===== config.mk =====
export PLATFORM = sky130hd
export DESIGN_NAME = comb3_sweep_ctrl_flat
export DESIGN_NICKNAME = d
export VERILOG_FILES = /design/src/rtl/comb3_sweep_pkg.sv /design/src/rtl/comb3_sweep_ctrl_if.sv /design/src/rtl/lsb_priority_enc.sv /design/src/rtl/comb3_sweep_ctrl.sv /design/src/flat_wrapper.sv
export SDC_FILE = /design/constraint.sdc
export NUM_CORES = 1
export LEC_CHECK = 0
export CORE_MARGIN = 2
export CORE_UTILIZATION = 55
export DETAILED_ROUTE_END_ITERATION = 16
export GPL_TIMING_DRIVEN = 1
export PLACE_DENSITY = 0.87
export SLEW_MARGIN = 20
export SYNTH_ARGS = -nofsm -noshare
export SYNTH_HDL_FRONTEND = slang
export SYNTH_HIERARCHICAL = 1
export SYNTH_SLANG_ARGS = --single-unit

===== constraint.sdc =====
create_clock -name clk -period 2.7 [get_ports clk]
set_clock_uncertainty 0.05 [all_clocks]
set_input_delay 0.27 -clock clk [delete_from_list [all_inputs] [get_ports clk]]
set_output_delay 0.27 -clock clk [all_outputs]
set_load 0.02 [all_outputs]

===== src/rtl/comb3_sweep_pkg.sv =====
// Shared types for the 3-input combinational sweep controller.
// State encoding and the default vector width.
package comb3_sweep_pkg;

  localparam int N_INPUTS_DEF = 3;

  typedef enum logic [1:0] {
    IDLE,
    APPLY,
    DONE
  } state_t;

endpackage


===== src/rtl/comb3_sweep_ctrl_if.sv =====
// Control-side bundle of the sweep controller: start/abort
// and expected table in, status and captured table out.
interface comb3_sweep_ctrl_if
  import comb3_sweep_pkg::*;
#(
  parameter int N_INPUTS = N_INPUTS_DEF
) ();

  localparam int TABLE_W = 2 ** N_INPUTS;

  logic                start;
  logic                abort;
  logic [TABLE_W-1:0]  expected;
  logic                busy;
  logic                done;
  logic [TABLE_W-1:0]  table_out;
  logic                pass;
  logic [N_INPUTS-1:0] fail_idx;

  modport master (
    output start,
    output abort,
    output expected,
    input  busy,
    input  done,
    input  table_out,
    input  pass,
    input  fail_idx
  );

  modport slave (
    input  start,
    input  abort,
    input  expected,
    output busy,
    output done,
    output table_out,
    output pass,
    output fail_idx
  );

endinterface


===== src/rtl/lsb_priority_enc.sv =====
// Lowest-set-bit priority encoder with an any-bit flag.
// Index is 0 when no bit is set.
module lsb_priority_enc #(
  parameter int W  = 8,
  parameter int IW = $clog2(W)
) (
  input  logic [W-1:0]  vec_in,
  output logic [IW-1:0] idx,
  output logic          any
);

  // Scan downward so the lowest set bit is written last.
  always_comb begin
    idx = '0;
    any = 1'b0;
    for (int i = W - 1; i >= 0; i--) begin
      if (vec_in[i]) begin
        idx = IW'(i);
        any = 1'b1;
      end
    end
  end

endmodule


===== src/rtl/comb3_sweep_ctrl.sv =====
// Walks a small combinational unit through every input vector,
// captures y into a truth table and grades it against expected.
module comb3_sweep_ctrl
  import comb3_sweep_pkg::*;
#(
  parameter int N_INPUTS      = N_INPUTS_DEF,
  parameter int SETTLE_CYCLES = 2
) (
  input  logic                clk,
  input  logic                rst,
  comb3_sweep_ctrl_if.slave   ctl,
  output logic [N_INPUTS-1:0] vec,
  input  logic                y_in
);

  localparam int TABLE_W = 2 ** N_INPUTS;
  localparam int CNT_W   = $clog2(SETTLE_CYCLES + 1);

  localparam logic [CNT_W-1:0] CNT_LAST =
    CNT_W'(SETTLE_CYCLES - 1);
  localparam logic [N_INPUTS-1:0] VEC_LAST = '1;

  state_t state_q;
  state_t state_d;

  logic [CNT_W-1:0]    cnt_q;
  logic [N_INPUTS-1:0] vec_q;
  logic [TABLE_W-1:0]  tab_q;
  logic [TABLE_W-1:0]  exp_q;
  logic                pass_q;
  logic [N_INPUTS-1:0] idx_q;

  logic                hold_end;
  logic                last_vec;
  logic [TABLE_W-1:0]  tab_cap;
  logic [TABLE_W-1:0]  mism;
  logic [N_INPUTS-1:0] enc_idx;
  logic                enc_any;

  assign hold_end = (cnt_q == CNT_LAST);
  assign last_vec = (vec_q == VEC_LAST);

  // Table as it will look once the current vector is captured,
  // so the grade is ready in the same cycle done pulses.
  always_comb begin
    tab_cap        = tab_q;
    tab_cap[vec_q] = y_in;
  end

  assign mism = tab_cap ^ exp_q;

  lsb_priority_enc #(
    .W  (TABLE_W),
    .IW (N_INPUTS)
  ) u_enc (
    .vec_in (mism),
    .idx    (enc_idx),
    .any    (enc_any)
  );

  always_comb begin
    state_d = state_q;
    unique case (state_q)
      IDLE: begin
        if (ctl.start) state_d = APPLY;
      end
      APPLY: begin
        if (ctl.abort)
          state_d = IDLE;
        else if (hold_end && last_vec)
          state_d = DONE;
      end
      DONE: state_d = IDLE;
      default: state_d = IDLE;
    endcase
  end

  always_ff @(posedge clk or posedge rst) begin
    if (rst) begin
      state_q <= IDLE;
      cnt_q   <= '0;
      vec_q   <= '0;
      tab_q   <= '0;
      exp_q   <= '0;
      pass_q  <= 1'b0;
      idx_q   <= '0;
    end else begin
      state_q <= state_d;
      unique case (state_q)
        IDLE: begin
          if (ctl.start) begin
            cnt_q  <= '0;
            vec_q  <= '0;
            tab_q  <= '0;
            exp_q  <= ctl.expected;
            pass_q <= 1'b0;
            idx_q  <= '0;
          end
        end
        APPLY: begin
          if (ctl.abort) begin
            cnt_q <= '0;
            vec_q <= '0;
          end else if (hold_end) begin
            cnt_q <= '0;
            tab_q <= tab_cap;
            if (last_vec) begin
              vec_q  <= '0;
              pass_q <= ~enc_any;
              idx_q  <= enc_idx;
            end else begin
              vec_q <= vec_q + 1'b1;
            end
          end else begin
            cnt_q <= cnt_q + 1'b1;
          end
        end
        DONE: begin
          vec_q <= '0;
          cnt_q <= '0;
        end
        default: begin
          vec_q <= '0;
          cnt_q <= '0;
        end
      endcase
    end
  end

  assign vec           = vec_q;
  assign ctl.busy      = (state_q == APPLY);
  assign ctl.done      = (state_q == DONE);
  assign ctl.table_out = tab_q;
  assign ctl.pass      = pass_q;
  assign ctl.fail_idx  = idx_q;

endmodule


===== src/flat_wrapper.sv =====
// flat-port wrapper written by rule: the top's interface ports become plain ports
module comb3_sweep_ctrl_flat import comb3_sweep_pkg::*;
#(
  parameter int N_INPUTS      = N_INPUTS_DEF,
  parameter int SETTLE_CYCLES = 2
)
  (clk, rst, vec, y_in, ctl_start, ctl_abort, ctl_expected, ctl_busy, ctl_done, ctl_table_out, ctl_pass, ctl_fail_idx);
  comb3_sweep_ctrl_if #(.N_INPUTS(N_INPUTS)) ctl_i ();
  input  logic clk;
  input  logic rst;
  output logic [N_INPUTS-1:0] vec;
  input  logic y_in;
  input wire logic [$bits(ctl_i.start)-1:0] ctl_start;
  input wire logic [$bits(ctl_i.abort)-1:0] ctl_abort;
  input wire logic [$bits(ctl_i.expected)-1:0] ctl_expected;
  output wire logic [$bits(ctl_i.busy)-1:0] ctl_busy;
  output wire logic [$bits(ctl_i.done)-1:0] ctl_done;
  output wire logic [$bits(ctl_i.table_out)-1:0] ctl_table_out;
  output wire logic [$bits(ctl_i.pass)-1:0] ctl_pass;
  output wire logic [$bits(ctl_i.fail_idx)-1:0] ctl_fail_idx;
  assign ctl_i.start = ctl_start;
  assign ctl_i.abort = ctl_abort;
  assign ctl_i.expected = ctl_expected;
  assign ctl_busy = ctl_i.busy;
  assign ctl_done = ctl_i.done;
  assign ctl_table_out = ctl_i.table_out;
  assign ctl_pass = ctl_i.pass;
  assign ctl_fail_idx = ctl_i.fail_idx;
  comb3_sweep_ctrl #(.N_INPUTS(N_INPUTS), .SETTLE_CYCLES(SETTLE_CYCLES)) u_core (.clk(clk), .rst(rst), .ctl(ctl_i), .vec(vec), .y_in(y_in));
endmodule

Word-level counts from Yosys, hierarchy flattened:

Cells that the tools add are included.

* register bits: 27
* latch bits: 0
* bits in writable memories: 0
* ROM bits: 0
* bits of input ports: 13
* output and inout port bits: 17
* word-level logic and storage cells: 77
* memories kept: 0

* add/subtract/negate cells: 2
* multiply operators: 0
* divide/modulo/power cells: 0
* magnitude comparators: 2
* eq/ne operators: 10
* shift-type cells: 0
* multiplexer cells: 45
* bitwise logic cells: 2
* reduce and logical (&&, ||, !) cells: 9

Operators with widths (count)
* two-way mux 3 bit: 15
* two-way mux 8 bit: 3
* one-hot mux 8 bit (2 select lines): 1
* two-way mux 1 bit: 13
* two-way mux 2 bit: 6
* one-hot mux 3 bit (2 select lines): 2
* bitwise mux 8 bit: 1
* one-hot mux 2 bit (2 select lines): 2
* XOR 8 bit: 1
* inequality test 3 x 2 -> 1 bit, second input constant: 2
* AND reduction 2 bit: 3
* AND reduction 5 bit: 1
* == test 2 x 1 -> 1 bit, second input constant: 2
* < comparator 3 x 4 -> 1 bit, second input constant: 1
* inequality test 2 x 1 -> 1 bit, second input constant: 2
* inequality test 2 bit, second input constant: 2
* AND reduction 4 bit: 1
* adder 3 x 1 -> 3 bit, second input constant: 1
* demux 1 bit (select 3 bit): 1
* == test 3 bit, second input constant: 1
* >= comparator 3 x 1 -> 1 bit, second input constant: 1
* adder 2 x 1 -> 2 bit, second input constant: 1
* == test 2 bit, second input constant: 1
* logical AND 1 bit: 2
* other kinds (4): 4

Logic depth before layout (Yosys ltp):

Gate-level depths: netlist of run 1.

* depth in word-level cells: 19
* mapped depth: 9

By module:

The synthesis of run 1 kept the hierarchy.

Modules (own cells, without submodules)
* comb3_sweep_ctrl: instances 1, cells an instance 134, area each 1477.7 µm²
* lsb_priority_enc: instances 1, cells an instance 13, area each 80.1 µm²

Least setup slack after synthesis of run 1:

Ideal clock, no wire load.

* kind: register to register
* from: reg u_core.vec_q[0] (netlist: u_core/vec[0])
* to: reg u_core.idx_q[2] (netlist: u_core/ctl.fail_idx[2])
* library setup time: 0.121 ns
* data arrival time: 1.851 ns
* slack: 0.678 ns
* cell stages (with the launch flop): 9
* buffers on the path: 1
* path through: dfrtp_1 -> buf_2 -> nand2_1 -> nor2_1 -> mux2i_1 -> xnor2_1 -> nor4_1 -> nor2b_1 -> a22o_1

RTL lines
* start: declaration: RTL line comb3_sweep_ctrl.sv:27 `logic [N_INPUTS-1:0] vec_q;`
* start signal: assignment: RTL line comb3_sweep_ctrl.sv:112 `vec_q <= vec_q + 1'b1;`
* < comparator 3 x 4 -> 1 bit (not written as such) or >= comparator 3 x 1 -> 1 bit (tied branches): RTL line comb3_sweep_ctrl.sv:47 `tab_cap[vec_q] = y_in;`
* logical AND 1 bit (not written as such): RTL line comb3_sweep_ctrl.sv:47
* two-way mux 1 bit (not written as such): RTL line comb3_sweep_ctrl.sv:47
* demux 1 bit (select 3 bit) (*)
* bitwise mux 8 bit (*): RTL line comb3_sweep_ctrl.sv:47
* XOR 8 bit (*): RTL line comb3_sweep_ctrl.sv:50 `assign mism = tab_cap ^ exp_q;`
* net u_core.mism[5]: RTL line comb3_sweep_ctrl.sv:36 `logic [TABLE_W-1:0] mism;`
* two-way mux 3 bit (*) (6 in a row): RTL line lsb_priority_enc.sv:17 `if (vec_in[i]) begin`
* net u_core.enc_idx[2]: RTL line comb3_sweep_ctrl.sv:37 `logic [N_INPUTS-1:0] enc_idx;`
* two-way mux 3 bit (*): RTL line comb3_sweep_ctrl.sv:107 `if (last_vec) begin`
* two-way mux 3 bit (*): RTL line comb3_sweep_ctrl.sv:104 `end else if (hold_end) begin`
* two-way mux 3 bit (*): RTL line comb3_sweep_ctrl.sv:101 `if (ctl.abort) begin`
* one-hot mux 3 bit (2 select lines) (*): RTL line comb3_sweep_ctrl.sv:89 `unique case (state_q)`
* end signal: assignment: RTL line comb3_sweep_ctrl.sv:110 `idx_q <= enc_idx;`
* end: declaration: RTL line comb3_sweep_ctrl.sv:31 `logic [N_INPUTS-1:0] idx_q;`

Mark *: on every way through the listed nets, which the timed path passes. The rest lies on a longest branch. The select of a mux whose other input is x is not followed.
A chain may end at the register's enable or synchronous reset.

Worst setup path after layout of run 1:

* from: reg u_core.state_q[1]
* to: out ctl_busy

* cells in the longest elaborated chain, start to end: 1

RTL lines
* start: declaration: RTL line comb3_sweep_ctrl.sv:23 `state_t state_q;`
* start signal: assignment: RTL line comb3_sweep_ctrl.sv:88 `state_q <= state_d;`
* == test 2 x 1 -> 1 bit: RTL line comb3_sweep_ctrl.sv:131 `assign ctl.busy = (state_q == APPLY);`
* end: declaration: RTL line flat_wrapper.sv:16 `output wire logic [$bits(ctl_i.busy)-1:0] ctl_busy;`

Every way passes these cells.

==> impl_metrics.py, run 1 <==
metrics = {
    "status": {
        "status": "finished clean",
    },
    "route": {
        "drt_wl_total_um": 3100,
        "vias_per_cell": 5.72,
        "wl_per_cell_um": 15.1,
        "route.detailed.drc": 0,
        "route.antenna.remaining_nets": 0,
        "drt-initial-drc-count": 27,
        "vias": 1173,
        "firstDrtPassIters": 4,
    },
    "synth": {
        "yosys_most_used_dff": "dfrtp_1",
        "syn_nets": 162,
        "netlist_area_sq_mm": 0.00156,
        "ys.warnings.count": 6,
        "synth_edf_count": 0,
        "ys_types": 34,
        "syn_area_per_cell_sq_um": 10.6,
        "synth_cells": 147,
        "ys_seq_area_share_pct": 43.4,
        "synth-seq-cells": 27,
        "synthArstFlopShare_pct": 100,
    },
    "grt": {
        "grt_max_degree": 28,
        "grt_usage_pct": 20.6,
        "antenna_found_initial": 0,
        "grt_overflow_total": 0,
        "grt_pass1_wl_um": 5360,
        "grt_pass1_vias": 1203,
    },
    "cts": {
        "cts_tree": "done",
        "cts_root_buffer": "clkbuf_4",
        "cts_setup_buffers": 0,
        "cts_made_buffers": 3,
        "clock_latency_ns": 0.31,
        "htree_num_levels": 1,
        "clk_pin_slew_ns": 0.14,
        "clock-sinks": 27,
        "clk_path_buf_depth": 2,
        "holdBufCountCts": 0,
        "post_cts_resized": 0,
    },
    "worst_setup_path": {
        "slowest_stage": "dfrtp_1",
        "crit_arrival_ns": 2.02,
        "critPathLaunchType": "register",
        "cp.required_ns": 2.38,
        "ff2ff_path_depth": 7,
        "crit_path_end_kind": "output port",
        "crit_chain": "nand2b_1 > inv_1 > clkdlybuf4s50_1",
        "path_max_fanout": 12,
        "slowest_delay_ns": 0.63,
        "worstSetupPathType": "reg2out",
    },
    "sta": {
        "max_freq_mhz": 427,
        "post-route-period-util_pct": 86.8,
        "holdWs_ns": 0.239,
        "min_period_ns": 2.34,
        "slew_headroom_pct": 66.8,
        "worst_slew_pin_slew_ns": 0.497,
        "setup-violations-final": 0,
        "worst_slack_ns": 0.356,
        "fin_tns_setup_ns": 0,
        "final-max-slew-violation-count": 0,
        "rsz0062_at_grt": "false",
        "finalHoldViolCount": 0,
    },
    "finish": {
        "postLayoutCoreUtil_pct": 68.8,
        "drive_gt1_share_pct": 13.8,
        "area_delta_synth_final_pct": 20.7,
        "num_antenna_cells": 0,
        "nNetsFinal": 190,
    },
    "power_and_ir_drop": {
        "finalPower_mw": 0.950,
        "max-vdd-ir-drop_mv": 0.485,
        "leakage_nw": 0.835,
        "p_per_area_mw_per_mm2": 505,
    },
    "floorplan": {
        "start_util_pct": 57.0,
        "die_area_sq_mm": 0.00327,
        "dieWidth_um": 57.2,
        "pin_count": 30,
        "row_count": 19,
        "core_region_area_sq_mm": 0.00273,
        "die_h_um": 57.2,
    },
    "place": {
        "gp_congestion": 0.832,
        "io_buffers": 29,
        "place_hpwl_um": 2380,
        "pre_cts_ws_ns": 0.585,
    },
    "worst_hold_path": {
        "hold_path_class": "in2async",
    },
    "run": {
        "max-cap-violations": 0,
    },
}
-- layout by cell type (no fill, tap or decap), drive strengths merged --
master / n
a211o: 1
a211oi: 1
a21o: 2
a21oi: 2
a22o: 5
a32o: 1
and2b: 1
and3b: 2
buf: 1
clkbuf: 4
clkdlybuf4s50: 29
dfrtp: 27
ha: 2
inv: 4
mux2: 10
mux2i: 8
nand2: 16
nand2b: 4
nand3: 1
nand3b: 1
nand4bb: 1
nor2: 15
nor2b: 4
nor3: 1
nor3b: 7
nor4: 3
nor4b: 1
o21ai: 8
o21bai: 2
o22a: 1
o41ai: 1
xnor2: 8
-- cell type report --
type	instances	area [sq um]
Clock buffer	4	26.3
Fill cell	213	853
Inverter	4	15.0
Sequential cell	27	676
Timing Repair Buffer	30	298
Multi-Input combinational cell	109	827
Tap cell	31	38.8
-- report_power, final --
group	internal [mW]	total (mW)	leakage [nW]	switching (mW)
Clock	0.0577	0.170	0.0150	0.112
Combinational	0.145	0.286	0.465	0.141
Sequential	0.444	0.494	0.355	0.0508
Total	0.646	0.950	0.835	0.304
-- cell families after synthesis --
family,after synthesis,synth area share [%]
xor+xnor,8,4.50
flops,27,43.4
fa+ha+maj,2,1.61
compound gates,24,10.8
mux,18,12.4
buf+inv,11,3.53
simple gates,57,23.9
-- sequential cells by signal (all words and copies together), names as in the netlist --
name                  flops
u_core/cnt_q              2
u_core/ctl.fail_idx       3
u_core/ctl.pass           1
u_core/ctl.table_out      8
u_core/exp_q              8
u_core/state_q            2
u_core/vec                3
-- worst max-delay path, delay by kind of cell (launching register included) --
kind	cells	cell delay (ns)
flip-flops	1	0.63
buffers and inverters	2	0.62
AND/OR/NAND/NOR	1	0.46
-- path summary, 6_finish.rpt --
| kind | startpoint | end | slack [ns] |
|---|---|---|---|
| max in group asynchronous | rst | u_core/ctl.table_out[5] | 2.11 |
| worst max-delay path | u_core/state_q[1] | ctl_busy | 0.36 |
| min in group clk | u_core/ctl.pass | u_core/ctl.pass | 0.47 |
| worst max register to register | u_core/vec[0] | u_core/ctl.fail_idx[2] | 0.52 |
| worst min register to register | u_core/ctl.pass | u_core/ctl.pass | 0.47 |
| worst min-delay path | rst | u_core/cnt_q[0] | 0.24 |
-- metrics by stage --
stage / cells / instance area [sq um]
global route: 205 / 1880
finish: 205 / 1880
global placement: 201 / 1850
CTS: 205 / 1880
floorplan: 147 / 1560
detailed placement: 201 / 1850
-- Yosys cell counts, types with 4 or more instances --
master,number,share of area (%)
a22o_1,5,2.8
buf_2,5,1.6
dfrtp_1,27,43
inv_1,4,0.96
mux2_2,10,7.2
mux2i_1,8,5.1
nand2_1,16,3.9
nand2b_1,4,1.6
nor2_1,15,3.6
nor2b_1,4,1.6
nor3b_2,4,3.2
o21ai_0,8,2.6
xnor2_1,8,4.5
-- per-layer routing --
layer | GRT usage (%) | share of wire [%] | vias to the layer above
met1 | 26.9 | 44 | 573
li1 | - | - | 564
met2 | 35.5 | 51 | 30
met4 | 7.31 | 1.7 | 0
met5 | 0 | 0 | -
met3 | 2.72 | 4.0 | 6
No activity file was read; power rests on OpenSTA's default activity.
==> inputs of run 2 (changes only) <==
--- a/config.mk
+++ b/config.mk
@@ -6,10 +6,10 @@
 export NUM_CORES = 1
 export LEC_CHECK = 0
 export CORE_MARGIN = 2
-export CORE_UTILIZATION = 55
+export CORE_UTILIZATION = 51
 export DETAILED_ROUTE_END_ITERATION = 16
 export GPL_TIMING_DRIVEN = 1
-export PLACE_DENSITY = 0.87
+export PLACE_DENSITY = 0.82
 export SLEW_MARGIN = 20
 export SYNTH_ARGS = -nofsm -noshare
 export SYNTH_HDL_FRONTEND = slang
==> constraint.sdc (replaced) <==
create_clock -name clk -period 2.47 [get_ports clk]
set_clock_uncertainty 0.05 [all_clocks]
set_input_delay 0.247 -clock clk [delete_from_list [all_inputs] [get_ports clk]]
set_output_delay 0.247 -clock clk [all_outputs]
set_load 0.02 [all_outputs]
==> run 2 against run 1 <==
Cell area rose by 0.53%; via count rose by 0.85%; global-route usage is 0.60 points higher; sequential share of layout area decreased by 0.19 points; critical endpoint is now u_core/ctl.fail_idx[2]; power up 10%.
==> impl_metrics.py, run 2 (same netlist as run 1, synthesis figures left out) <==
metrics = {
    "status": {
        "status": "finished clean",
    },
    "worst_setup_path": {
        "critPathBufInv": 0,
        "crit_arrival_ns": 2.30,
        "cpLargestDelayFamily": "simple AND/OR/NAND/NOR gates",
        "path_max_fanout": 12,
        "slowest_delay_ns": 0.61,
        "crit_path_end_kind": "register",
        "worstSetupPathType": "reg2reg",
        "cp.required_ns": 2.65,
        "crit_chain": "nand2_1 > nor2_1 > mux2i_1 > xnor2_1 > nor4_1 > nor2b_1 > a22o_1",
        "critPathLaunchType": "register",
        "slowest_stage": "dfrtp_1",
    },
    "finish": {
        "postLayoutCellArea_sq_mm": 0.00189,
        "area_delta_synth_final_pct": 21.4,
        "ff_latch_area_sq_um": 676,
        "multi_input_area_sq_um": 827,
        "drive_gt1_share_pct": 14.3,
        "final_common_cell": "clkdlybuf4s50_1",
        "final_cells": 208,
        "nFillCells": 273,
        "final_cell_mix": "29 x clkdlybuf4s50_1, 27 x dfrtp_1, 16 x nand2_1",
        "num_antenna_cells": 0,
        "nNetsFinal": 191,
    },
    "grt": {
        "top_usage_layer": "met2",
        "met2_usage_pct": 35.3,
        "grt_pass1_vias": 1193,
        "grt_usage_pct": 21.2,
        "use_met3_pct": 3.28,
        "grt_max_degree": 28,
        "antenna_found_initial": 0,
        "met1_usage_pct": 26.3,
        "grt_pass1_wl_um": 5490,
        "grt_overflow_total": 0,
    },
    "floorplan": {
        "die_area_sq_mm": 0.00351,
        "die_h_um": 59.3,
        "row_count": 20,
        "core_region_area_sq_mm": 0.00298,
        "dieWidth_um": 59.3,
        "start_util_pct": 52.3,
        "pin_count": 30,
    },
    "place": {
        "io_buffers": 29,
        "place_hpwl_um": 2410,
        "dpl.cell_count": 204,
        "placed_area_sq_mm": 0.00186,
        "gp_congestion": 0.781,
    },
    "run": {
        "max-cap-violations": 0,
    },
    "route": {
        "wl_per_cell_um": 15.1,
        "route.detailed.drc": 0,
        "firstDrtPassIters": 4,
        "vias_per_cell": 5.69,
        "route.antenna.remaining_nets": 0,
        "drt_wl_total_um": 3150,
        "drt-initial-drc-count": 48,
        "vias": 1183,
    },
    "sta": {
        "worst_slew_pin_slew_ns": 0.535,
        "finalHoldViolCount": 0,
        "max_freq_mhz": 471,
        "rsz0062_at_grt": "false",
        "final-max-slew-violation-count": 0,
        "fin_tns_setup_ns": 0,
        "slew_headroom_pct": 64.3,
        "setup-violations-final": 0,
        "post-route-period-util_pct": 86.0,
        "holdWs_ns": 0.213,
        "min_period_ns": 2.12,
    },
    "power_and_ir_drop": {
        "p_switching_mw": 0.339,
        "max-vdd-ir-drop_mv": 0.319,
        "leakage_nw": 0.839,
        "internal-power_mw": 0.710,
        "power_frac_comb_pct": 30.6,
        "p_sw_share_pct": 32.3,
        "p_clk_share_pct": 17.9,
        "p_per_area_mw_per_mm2": 555,
        "pwr-share-seq_pct": 51.5,
    },
    "cts": {
        "clk_pin_slew_ns": 0.14,
        "clk_path_buf_depth": 2,
        "cts_setup_buffers": 0,
        "clock_latency_ns": 0.33,
        "cts_made_buffers": 3,
        "cts_tree": "done",
        "post_cts_resized": 0,
        "htree_num_levels": 1,
        "cts_root_buffer": "clkbuf_4",
        "holdBufCountCts": 0,
        "clock-sinks": 27,
    },
    "worst_hold_path": {
        "hold_path_class": "in2async",
    },
}
==> run 2: tightest hold or removal path, stage by stage <==
cell	delay [ns]
clkdlybuf4s50_1	0.40
inv_1	0.05
buf_4	0.31
==> run 2: per-stage QoR <==
| stage | util (%) | total power, mW | setup WS (ns) |
|---|---|---|---|
| 2_1_floorplan | - | 0.776 | 0.448 |
| 3_3_place_gp | 62.6 | 0.852 | 0.453 |
| 3_5_place_dp | 62.6 | 0.872 | 0.352 |
| 4_1_cts | 63.5 | 1.06 | 0.365 |
| 5_1_grt | 63.5 | 1.13 | 0.0679 |
| 6_report | 63.5 | 1.05 | 0.346 |
==> run 2: path summary, 6_finish.rpt <==
kind / from / endpoint / slack, ns / depth (start not counted)
worst min-delay path: rst / u_core/cnt_q[0] / 0.21 / 3
max in group asynchronous: rst / u_core/vec[2] / 1.90 / 3
worst min register to register: u_core/ctl.fail_idx[1] / u_core/ctl.fail_idx[1] / 0.47 / 1
worst max register to register: u_core/vec[0] / u_core/ctl.fail_idx[2] / 0.35 / 7
worst max-delay path: u_core/vec[0] / u_core/ctl.fail_idx[2] / 0.35 / 7
min in group clk: ctl_expected[5] / u_core/exp_q[5] / 0.47 / 2
==> run 2: power groups by stage <==
stage	clock network [mW]	logic, mW	registers [mW]
detailed placement	0	0.321	0.551
global route	0.220	0.360	0.550
CTS	0.197	0.323	0.541
global placement	0	0.305	0.547
floorplan	0	0.246	0.530
finish	0.188	0.320	0.540
==> run 2: layout make-up <==
type	instances	area share (%)
multi-input combinational	109	43.7
sequential	27	35.7
timing repair buffer	31	16.1
tap	33	2.18
clock buffer	4	1.39
inverter	4	0.794
==> run 2: per-layer routing <==
| layer | up-vias | routed length, um |
|---|---|---|
| li1 | 567 | - |
| met1 | 576 | 1310 |
| met2 | 31 | 1610 |
| met3 | 9 | 131 |
| met4 | 0 | 86 |
| met5 | - | 0 |
==> inputs of run 3 (changes only) <==
--- a/config.mk
+++ b/config.mk
@@ -9,7 +9,7 @@
 export CORE_UTILIZATION = 51
 export DETAILED_ROUTE_END_ITERATION = 16
 export GPL_TIMING_DRIVEN = 1
-export PLACE_DENSITY = 0.82
+export PLACE_DENSITY = 0.8
 export SLEW_MARGIN = 20
 export SYNTH_ARGS = -nofsm -noshare
 export SYNTH_HDL_FRONTEND = slang
==> run 3 against run 2 <==
Critical path depth did not move; first-iteration DRC count rose by 58%; fmax fell by 1.6%; non-clock buffer count did not move; via count rose by 1.1%; cell count did not move; hold slack got worse by 0.015 ns; power rose by 1.6%; wire length rose by 3.1%; cell area rose by 0.20%; register-to-register slack got worse by 0.03 ns; worst setup slack got worse by 0.034 ns; critical endpoint is now u_core/ctl.fail_idx[1].
==> impl_metrics.py, run 3 (same netlist as run 1, synthesis figures left out) <==
metrics = {
    "status": {
        "status": "finished clean",
    },
    "route": {
        "wl_per_cell_um": 15.6,
        "route.detailed.drc": 0,
        "firstDrtPassIters": 4,
        "vias_per_cell": 5.75,
        "drt_wl_total_um": 3240,
        "route.antenna.remaining_nets": 0,
        "vias": 1196,
        "drt-initial-drc-count": 76,
    },
    "cts": {
        "cts_root_buffer": "clkbuf_4",
        "clock_latency_ns": 0.34,
        "clk_pin_slew_ns": 0.17,
        "htree_num_levels": 1,
        "clk_path_buf_depth": 2,
        "cts_tree": "done",
        "post_cts_resized": 0,
        "cts_setup_buffers": 0,
        "clock-sinks": 27,
        "cts_made_buffers": 3,
        "holdBufCountCts": 0,
    },
    "grt": {
        "grt_pass1_wl_um": 5450,
        "met1_usage_pct": 25.9,
        "grt_usage_pct": 20.6,
        "grt_overflow_total": 0,
        "use_met3_pct": 3.06,
        "grt_pass1_vias": 1215,
        "top_usage_layer": "met2",
        "met2_usage_pct": 35.9,
        "antenna_found_initial": 0,
        "grt_max_degree": 28,
    },
    "finish": {
        "num_antenna_cells": 0,
        "multi_input_area_sq_um": 827,
        "final_cell_mix": "29 x clkdlybuf4s50_1, 27 x dfrtp_1, 16 x nand2_1",
        "nFillCells": 235,
        "area_delta_synth_final_pct": 21.6,
        "nNetsFinal": 191,
        "final_common_cell": "clkdlybuf4s50_1",
        "postLayoutCoreUtil_pct": 63.6,
        "ff_latch_area_sq_um": 676,
        "drive_gt1_share_pct": 14.9,
    },
    "worst_setup_path": {
        "critPathLaunchType": "register",
        "crit_arrival_ns": 2.40,
        "worstSetupPathType": "reg2reg",
        "ff2ff_path_depth": 7,
        "startpoint": "u_core/vec[2]",
        "rrSetupSlack_ns": 0.31,
        "path_max_fanout": 11,
        "crit_chain": "nor3b_2 > mux2i_1 > xnor2_1 > nor2_1 > o21ai_0 > a211oi_1 > a22o_1",
        "cp.required_ns": 2.72,
        "slowest_delay_ns": 0.61,
        "r2r-start": "u_core/vec[2]",
        "slowest_stage": "dfrtp_1",
        "crit_end": "u_core/ctl.fail_idx[1]",
        "timing.rr.end": "u_core/ctl.fail_idx[1]",
        "crit_path_end_kind": "register",
    },
    "sta": {
        "rsz0062_at_grt": "false",
        "max_freq_mhz": 463,
        "min_period_ns": 2.16,
        "final-max-slew-violation-count": 0,
        "slew_headroom_pct": 65.2,
        "setup-violations-final": 0,
        "fin_tns_setup_ns": 0,
        "worst_slew_pin_slew_ns": 0.522,
        "post-route-period-util_pct": 87.4,
        "finalHoldViolCount": 0,
    },
    "floorplan": {
        "core_region_area_sq_mm": 0.00298,
        "row_count": 20,
        "pin_count": 30,
        "die_h_um": 59.3,
        "start_util_pct": 52.3,
        "dieWidth_um": 59.3,
        "die_area_sq_mm": 0.00351,
    },
    "power_and_ir_drop": {
        "p_switching_mw": 0.358,
        "p_clk_share_pct": 19.4,
        "pwr-share-seq_pct": 50.8,
        "max-vdd-ir-drop_mv": 0.389,
        "p_per_area_mw_per_mm2": 563,
        "p_sw_share_pct": 33.6,
        "internal-power_mw": 0.708,
        "power_frac_comb_pct": 29.8,
        "leakage_nw": 0.838,
    },
    "worst_hold_path": {
        "hold_path_class": "in2async",
    },
    "run": {
        "max-cap-violations": 0,
    },
    "place": {
        "io_buffers": 29,
        "place_hpwl_um": 2430,
        "gp_congestion": 0.799,
    },
}
==> run 3: power groups by stage <==
stage | logic, mW | clock network, mW | registers, mW
floorplan | 0.246 | 0 | 0.530
global placement | 0.306 | 0 | 0.548
detailed placement | 0.318 | 0 | 0.551
CTS | 0.319 | 0.209 | 0.542
global route | 0.351 | 0.231 | 0.548
finish | 0.317 | 0.207 | 0.541
==> run 3: per-layer routing <==
layer | up-vias | wire (um)
met5 | - | 0
met2 | 32 | 1660
met1 | 590 | 1420
met4 | 0 | 31
met3 | 4 | 129
li1 | 570 | -
==> run 3: worst min-delay path by stage <==
stage | end | slack (ns) | depth (start not counted)
5_1_grt | u_core/vec[2] | 0.21 | 3
3_3_place_gp | u_core/ctl.pass | 0.44 | 1
3_5_place_dp | u_core/ctl.fail_idx[1] | 0.44 | 1
4_1_cts | u_core/cnt_q[0] | 0.23 | 3
2_1_floorplan | u_core/cnt_q[0] | 0.25 | 1
6_report | u_core/cnt_q[0] | 0.20 | 3
==> run 3: critical path: cells and delay by family (launching register included) <==
family           cells  cell delay [ns]
AO/OA/AOI/OAI        3             0.55
XOR/XNOR             1             0.15
flip-flops           1             0.61
multiplexers         1             0.32
AND/OR/NAND/NOR      2             0.43
==> run 3: layout make-up <==
| type | count | area share, % |
|---|---|---|
| clock inverters | 1 | 0.396 |
| inverters | 4 | 0.793 |
| repair buffers | 31 | 16.1 |
| well taps | 33 | 2.18 |
| multi-input cells | 109 | 43.7 |
| clock buffers | 3 | 1.19 |
| flip-flops and latches | 27 | 35.7 |
==> run 3: stage by stage <==
step | std cells | setup WS (ns) | total power, mW | hold slack (ns) | instance area (sq um)
after floorplan | 147 | 0.448 | 0.776 | 0.250 | 1560
after global placement | 204 | 0.451 | 0.854 | 0.439 | 1860
after detailed placement | 204 | 0.379 | 0.868 | 0.445 | 1860
after CTS | 208 | 0.327 | 1.07 | 0.226 | 1890
after global routing | 208 | 0.136 | 1.13 | 0.214 | 1890
final | 208 | 0.311 | 1.07 | 0.198 | 1890
